===== src/rtl/router_output_arbiter.sv =====
// router_output_arbiter
// Per-output-port packet arbiter. Round-robin over packets: a requester keeps
// the link from head flit to tail flit. A stall watchdog drops a grant that
// sees no handshake for LOCK_TIMEOUT cycles, so a dead neighbour cannot hold
// the link forever. NUM_REQ must be at least 2; LOCK_TIMEOUT = 0 disables
// the watchdog.
module router_output_arbiter #(
    parameter int NUM_REQ      = 4,
    parameter int LOCK_TIMEOUT = 16
) (
    input  logic                       clk,
    input  logic                       rst_n,
    input  logic [NUM_REQ-1:0]         req_valid,
    input  logic [NUM_REQ-1:0]         req_tail,
    output logic [NUM_REQ-1:0]         req_ready,
    output logic [NUM_REQ-1:0]         grant,
    output logic [$clog2(NUM_REQ)-1:0] sel,
    output logic                       out_valid,
    input  logic                       out_ready,
    output logic                       busy,
    output logic                       timeout
);

    localparam int SEL_W = $clog2(NUM_REQ);
    // One extra bit so (last + offset) cannot overflow before the wrap.
    localparam int SUM_W = SEL_W + 1;
    // A disabled watchdog still needs a legal (1-bit) counter width.
    localparam int CNT_W = (LOCK_TIMEOUT > 0) ? $clog2(LOCK_TIMEOUT + 1) : 1;

    localparam logic [SUM_W-1:0] NUM_REQ_S  = SUM_W'(NUM_REQ);
    localparam logic [SEL_W-1:0] LAST_RESET = SEL_W'(NUM_REQ - 1);
    localparam bit               WD_EN      = (LOCK_TIMEOUT > 0);
    localparam logic [CNT_W-1:0] CNT_SAT    = CNT_W'(LOCK_TIMEOUT);
    localparam logic [CNT_W-1:0] CNT_FIRE   = WD_EN ? CNT_W'(LOCK_TIMEOUT - 1) : '0;

    typedef enum logic {
        IDLE   = 1'b0,
        LOCKED = 1'b1
    } state_t;

    state_t             state_q,   state_d;
    logic [NUM_REQ-1:0] grant_q,   grant_d;
    logic [SEL_W-1:0]   sel_q,     sel_d;
    logic [SEL_W-1:0]   last_q,    last_d;
    logic [CNT_W-1:0]   cnt_q,     cnt_d;
    logic               timeout_q, timeout_d;

    logic               pick_found;
    logic [SEL_W-1:0]   pick_idx;
    logic [SUM_W-1:0]   rr_sum;
    logic               hs;
    logic               tail_sel;
    logic               wd_fire;

    // Output-side handshake: gated only by the registered one-hot grant, which
    // is all-zero in IDLE, so no state decode sits in this path.
    assign out_valid = |(grant_q & req_valid);
    assign req_ready = grant_q & req_valid & {NUM_REQ{out_ready}};

    assign hs       = out_valid & out_ready;
    assign tail_sel = req_tail[sel_q];
    assign wd_fire  = WD_EN && (cnt_q == CNT_FIRE) && !hs;

    assign grant   = grant_q;
    assign sel     = sel_q;
    assign busy    = (state_q == LOCKED);
    assign timeout = timeout_q;

    // Round-robin scan: first valid requester starting at (last + 1), wrapping.
    always_comb begin
        pick_found = 1'b0;
        pick_idx   = '0;
        rr_sum     = '0;
        // NOTE: blocking assignments here because rr_sum is a scratch value
        // recomputed and consumed within the same loop iteration.
        for (int i = 1; i <= NUM_REQ; i++) begin
            rr_sum = {1'b0, last_q} + SUM_W'(i);
            if (rr_sum >= NUM_REQ_S) begin
                rr_sum = rr_sum - NUM_REQ_S;
            end
            if (!pick_found && req_valid[rr_sum[SEL_W-1:0]]) begin
                pick_found = 1'b1;
                pick_idx   = rr_sum[SEL_W-1:0];
            end
        end
    end

    // Next-state logic for the IDLE/LOCKED controller, stall counter and watchdog.
    always_comb begin
        // NOTE: every signal gets a default first so no path leaves it unassigned
        // and no latch is inferred.
        state_d   = state_q;
        grant_d   = grant_q;
        sel_d     = sel_q;
        last_d    = last_q;
        cnt_d     = cnt_q;
        timeout_d = 1'b0;

        unique case (state_q)
            IDLE: begin
                grant_d = '0;
                if (pick_found) begin
                    state_d           = LOCKED;
                    grant_d[pick_idx] = 1'b1;
                    sel_d             = pick_idx;
                    last_d            = pick_idx;
                    cnt_d             = '0;
                end
            end

            LOCKED: begin
                if (hs && tail_sel) begin
                    // Packet complete: release the link for the next arbitration.
                    state_d = IDLE;
                    grant_d = '0;
                    cnt_d   = '0;
                end else if (hs) begin
                    cnt_d = '0;
                end else if (wd_fire) begin
                    // Stalled too long: drop the grant. last keeps the dropped
                    // index so that requester ranks lowest next time.
                    state_d   = IDLE;
                    grant_d   = '0;
                    cnt_d     = '0;
                    timeout_d = 1'b1;
                end else if (cnt_q != CNT_SAT) begin
                    cnt_d = cnt_q + CNT_W'(1);
                end
            end

            default: begin
                state_d = IDLE;
                grant_d = '0;
                cnt_d   = '0;
            end
        endcase
    end

    // State registers with synchronous active-low reset; port 0 gets first priority.
    always_ff @(posedge clk) begin
        // NOTE: non-blocking assignments so every flop samples pre-edge values
        // regardless of statement order.
        if (!rst_n) begin
            state_q   <= IDLE;
            grant_q   <= '0;
            sel_q     <= '0;
            last_q    <= LAST_RESET;
            cnt_q     <= '0;
            timeout_q <= 1'b0;
        end else begin
            state_q   <= state_d;
            grant_q   <= grant_d;
            sel_q     <= sel_d;
            last_q    <= last_d;
            cnt_q     <= cnt_d;
            timeout_q <= timeout_d;
        end
    end

endmodule


===== config.mk =====
export PLATFORM = sky130hd
export DESIGN_NAME = router_output_arbiter
export DESIGN_NICKNAME = d
export VERILOG_FILES = /design/src/rtl/router_output_arbiter.sv
export SDC_FILE = /design/constraint.sdc
export NUM_CORES = 1
export LEC_CHECK = 0
export CAP_MARGIN = 40
export CELL_PAD_IN_SITES_DETAIL_PLACEMENT = 1
export CELL_PAD_IN_SITES_GLOBAL_PLACEMENT = 1
export CORE_MARGIN = 1
export CORE_UTILIZATION = 36
export CTS_CLUSTER_SIZE = 20
export DETAILED_ROUTE_END_ITERATION = 10
export PLACE_DENSITY = 0.9
export REMOVE_ABC_BUFFERS = 1
export SYNTH_ARGS = -nofsm -noshare
export SYNTH_HDL_FRONTEND = slang
export SYNTH_SLANG_ARGS = --single-unit

===== constraint.sdc =====
create_clock -name clk -period 3.7 [get_ports clk]
set_input_delay 0.555 -clock clk [delete_from_list [all_inputs] [get_ports clk]]
set_output_delay 0.555 -clock clk [all_outputs]
set_load 0.01 [all_outputs]

# After elaboration in Yosys (flattened, before gate mapping)
# Index checks and enable logic that the tools add are counted.
# classes
addsub	9
n_eq_ne	6
n_mux	41
magnitude_cmp	11
bitwise	5
n_reduce_logical	15
# ops
operator	count
$mux 5	5
$lt 2x3->1 const B	6
$mux 2	8
$mux 4	4
$mux 1	15
$ge 3x3->1 const B	4
$bmux 1 s2	5
$pmux 5 s2	1
$and 4x4->4	2
$pmux 4 s2	1
$reduce_or 4->1	2
$sub 2x1->2 const B	4
$add 2x2->3 const B	2
$logic_and 1x1->1	6
$reduce_and 2->1	3
$add 5x1->5 const B	1
$eq 5x4->1 const B	1
$ne 5x1->1 const B	1
$ne 5x5->1 const B	1
$logic_not 1->1	4
$add 2x1->3 const B	1
$add 2x3->3 const B	1
$ne 3x1->1 const B	1
$ne 3x2->1 const B	1
6 further kinds	7
# word_totals
wordCells	93
input_bits	11
register_bits	15
output_inout_bits	13

# Longest topological paths before layout
# logic_depth
depth_word	21
mapped_depth	6
mapped_depth_nobuf	6

# Least setup slack after synthesis
# No wires, ideal clock.
# synth_timing
kind	input-to-reg
from	input req_valid[3]
to	register grant_q[0], in the netlist grant[0]
setup_slack_ps	1918
t_required_ps	3583
cell_stages	4
t_arrival_ps	1665
path_cell_list	or4_4 > nor2b_4 > and2_4 > a32o_1
# synth_between
elab_chain_cells	18
elab_cells_between_ends	39
classes_between	2 x order compare; 2 x eq/ne; 21 x mux; 2 x bitwise; 12 x reduce/logical
# synth_rtl
item	line_no	rtl
start, declared	13	input logic [NUM_REQ-1:0] req_valid,
$bmux 1 s2	81	if (!pick_found && req_valid[rr_sum[SEL_W-1:0]]) begin
$mux 1 (implied by the code)	81	
$mux 1	81	
$logic_not 1->1	81	
$logic_and 1x1->1	81	
$mux 1	81	
$logic_not 1->1	81	
$logic_and 1x1->1	81	
[... 2 more ...]	n/a	
$logic_and 1x1->1	81	
$mux 2	81	
$lt 2x3->1 (implied by the code) / $ge 2x1->1 (equally long branches)	104	grant_d[pick_idx] = 1'b1;
$logic_and 1x1->1 (implied by the code)	104	
$mux 1 (implied by the code)	104	
$demux 1 s2	104	
$mux 4	102	if (pick_found) begin
$pmux 4 s2	99	unique case (state_q)
end signal, assigned	152	grant_q <= grant_d;
end, declared	42	logic [NUM_REQ-1:0] grant_q, grant_d;
# Parallel ways exist; a longest one is shown, timed or not. The select of a mux whose other input is x is not followed.
# A chain may end at the register's enable or synchronous reset.

# Worst setup path after layout
# layout_timing
from	input req_valid[3]
to	output out_valid
# layout_between
elab_chain_cells	2
# layout_rtl
item	line_no	rtl
$and 4x4->4	57	assign out_valid = |(grant_q & req_valid);
$reduce_or 4->1	57	
end, declared	18	output logic out_valid,
# Every way passes these cells.

==> impl_metrics.json <==
{
  "status": "complete, no violations",
  "switching_power_uw": 155,
  "p_sw_frac": 0.333,
  "synth_edf_count": 0,
  "worstMarginPinSlew_ps": 455,
  "start_kind": "input pin",
  "die_w_um": 50.0,
  "cts_setup_buffers": 0,
  "initial_core_util": 0.379,
  "wl_met3_um": 76,
  "fin_util": 0.509,
  "synth_top_area_share": 0.362,
  "first_pass_iters": 3,
  "ys_warn_count": 0,
  "avgSynthCellArea_um2": 9.22,
  "ios": 24,
  "hold_depth": 2,
  "cpMostUsedCell": "clkdlybuf4s50_1",
  "drt-total-wl_um": 2100,
  "grt_remaining_overflow": 0,
  "max-cap-violations": 0,
  "yosys_register_bits": 15,
  "cts.clk_slew.worst_paths_ps": 90,
  "vias_per_cell": 5.30,
  "drv_slew": 0,
  "synth_cell_types": 35,
  "clkLatencyLatePin_ps": 280,
  "layout_min_cycle_time_ps": 2480,
  "slew_headroom": 0.697,
  "fmax_mhz": 403,
  "r2r_cells": 6,
  "period_share": 0.670,
  "maxUsedRoutingLayer": "met3",
  "num_vias": 763,
  "fin_tns_setup_ps": 0,
  "crit_fanout": 6,
  "met2WireLength_um": 1100,
  "gr-usage-all-layers": 0.182,
  "routabilityCongestion": 0.798,
  "synth_ff_type": "dfxtp_1",
  "grt_pass1_wl_um": 3430,
  "root_buffer": "clkbuf_4",
  "ant_nets": 0,
  "drc": 0,
  "cts_resized": 0,
  "cts_hold_buf": 0,
  "wl_per_cell_um": 14.6,
  "crit_chain": "clkdlybuf4s50_1, a22oi_1, nand2_1, clkdlybuf4s50_1",
  "die-area_um2": 2500,
  "cp.arrival_ps": 1930,
  "cts_tree": "built",
  "combPwrFrac": 0.345,
  "areaGrowthSynthToFinish_pct": 34.5,
  "cp_slowest_cell": "clkdlybuf4s50_1",
  "die_height_um": 50.0,
  "synth_largest_area_cell": "dfxtp_1",
  "critPathCaptureType": "primary output",
  "antenna_found_initial": 0,
  "syn_inst": 90,
  "ys_seq_area_frac": 0.362,
  "cellLeakagePower_uw": 0.000435,
  "rsz0062_at_grt": "false",
  "path_class": "input pin to primary output",
  "hpwl_um": 1700,
  "p_int_uw": 310,
  "pwr-share-seq": 0.456,
  "grt_max_degree": 11,
  "synth_area_leaders": "dfxtp_1 36%, a32o_1 4.8%, and3_1 4.5%",
  "synth-async-reset-ratio": 0,
  "layout-drive-gt1-share": 0.0948,
  "cts_made_buffers": 3,
  "report.final.hold_viol_count": 0,
  "clock_skew_ps": 4.39,
  "met1_length_um": 921,
  "hold_class": "flip-flop to flip-flop",
  "drt_iter0_drc": 12,
  "required_ps": 3140,
  "power_density_nw_per_um2": 417,
  "irDropWorstVdd_uv": 302,
  "diodes": 0,
  "placement.io_buffers": 23,
  "power.share.clock": 0.199,
  "numClockSinks": 15,
  "synthesis.area_um2": 830,
  "finalSetupViolCount": 0,
  "clockBufferDepth": 2,
  "htree_levels": 1,
  "totalPowerFinal_uw": 465,
  "core_um2": 2190,
  "fill_cells": 258,
  "num_rows": 17,
  "grt_pass1_vias": 784,
  "max_stage_delay_ps": 490,
  "nNetsFinal": 131
}
-- worst max-delay path: cells and delay by family --
family / cells / cell delay [ps]
AND/OR/NAND/NOR: 1 / 80
AO/OA/AOI/OAI: 1 / 310
buffers and inverters: 2 / 980
-- layout make-up --
type,instances,area (um^2),share of cell area
multi-input combinational,71,513,0.460
clock buffer,4,26.3,0.0235
timing repair buffer,23,230,0.206
tap,28,35.0,0.0314
sequential,15,300,0.269
inverter,3,11.3,0.0101
-- kinds of logic after synthesis --
logic type	after synthesis	share of synthesized area
AOI/OAI and AO/OA	24	0.241
adders and majority gates	3	0.0453
muxes	1	0.0271
and+or+nand+nor	41	0.284
xor gates and xnor gates	2	0.0211
DFF	15	0.362
buffers and inverters	4	0.0196
-- registers in the layout, summed over array words and instances (netlist names) --
register  count
sel           2
grant         4
busy          1
last_q        2
timeout       1
cnt_q         5
-- routing by layer --
| layer | GRT usage | vias to the layer above |
|---|---|---|
| li1 | - | 386 |
| met1 | 0.201 | 362 |
| met2 | 0.331 | 15 |
| met3 | 0.0586 | 0 |
| met4 | 0.0429 | 0 |
| met5 | 0 | - |
-- worst paths after layout --
check	start	endpoint	slack (ps)
setup / recovery	req_valid[3]	out_valid	1220
hold / removal	cnt_q[4]	cnt_q[4]	480
setup reg to reg	cnt_q[0]	cnt_q[1]	2030
hold reg to reg	cnt_q[4]	cnt_q[4]	480
-- layout by cell type, fill, tap and decap left out, types with 2 or more instances in the layout --
cell type and n:
inv_1 3, a21oi_1 2, nor2_1 5, a32o_1 4, a21o_1 2, a22oi_1 4, ha_1 3, or2b_1 2
clkbuf_4 3, o21ai_0 4, dfxtp_1 15, clkdlybuf4s50_1 23, nand2b_1 2, nand2_1 10, nor2b_1 3, and3_1 6
nand3_1 5
-- cells in the mapped netlist (2+ instances only) --
cell,count
a21oi_1,2
ha_1,3
inv_1,3
nand2_1,10
or2b_1,2
nor2b_1,3
and3_1,6
nand2b_1,2
a32o_1,4
o21ai_0,4
nand3_1,5
a22oi_1,4
dfxtp_1,15
nor2_1,5
a21o_1,2
-- power groups by stage --
stage / clock network, uW / registers [uW] / logic, uW
2_1_floorplan: 0 / 215 / 85.9
3_3_place_gp: 0 / 215 / 156
3_5_place_dp: 0 / 216 / 161
4_1_cts: 96.2 / 213 / 162
5_1_grt: 99.8 / 216 / 176
6_report: 92.5 / 212 / 160
-- stage by stage --
step                worst slack [ps]  hold WS (ps)  std cells  instance area (um^2)
finish                          1220           480        144                  1120
floorplan                       1900           452         89                   825
global route                    1120           503        144                  1120
CTS                             1200           483        144                  1120
detailed placement              1210           468        140                  1090
global placement                1230           471        140                  1090
Note: power is estimated with default switching activity, not from simulation.
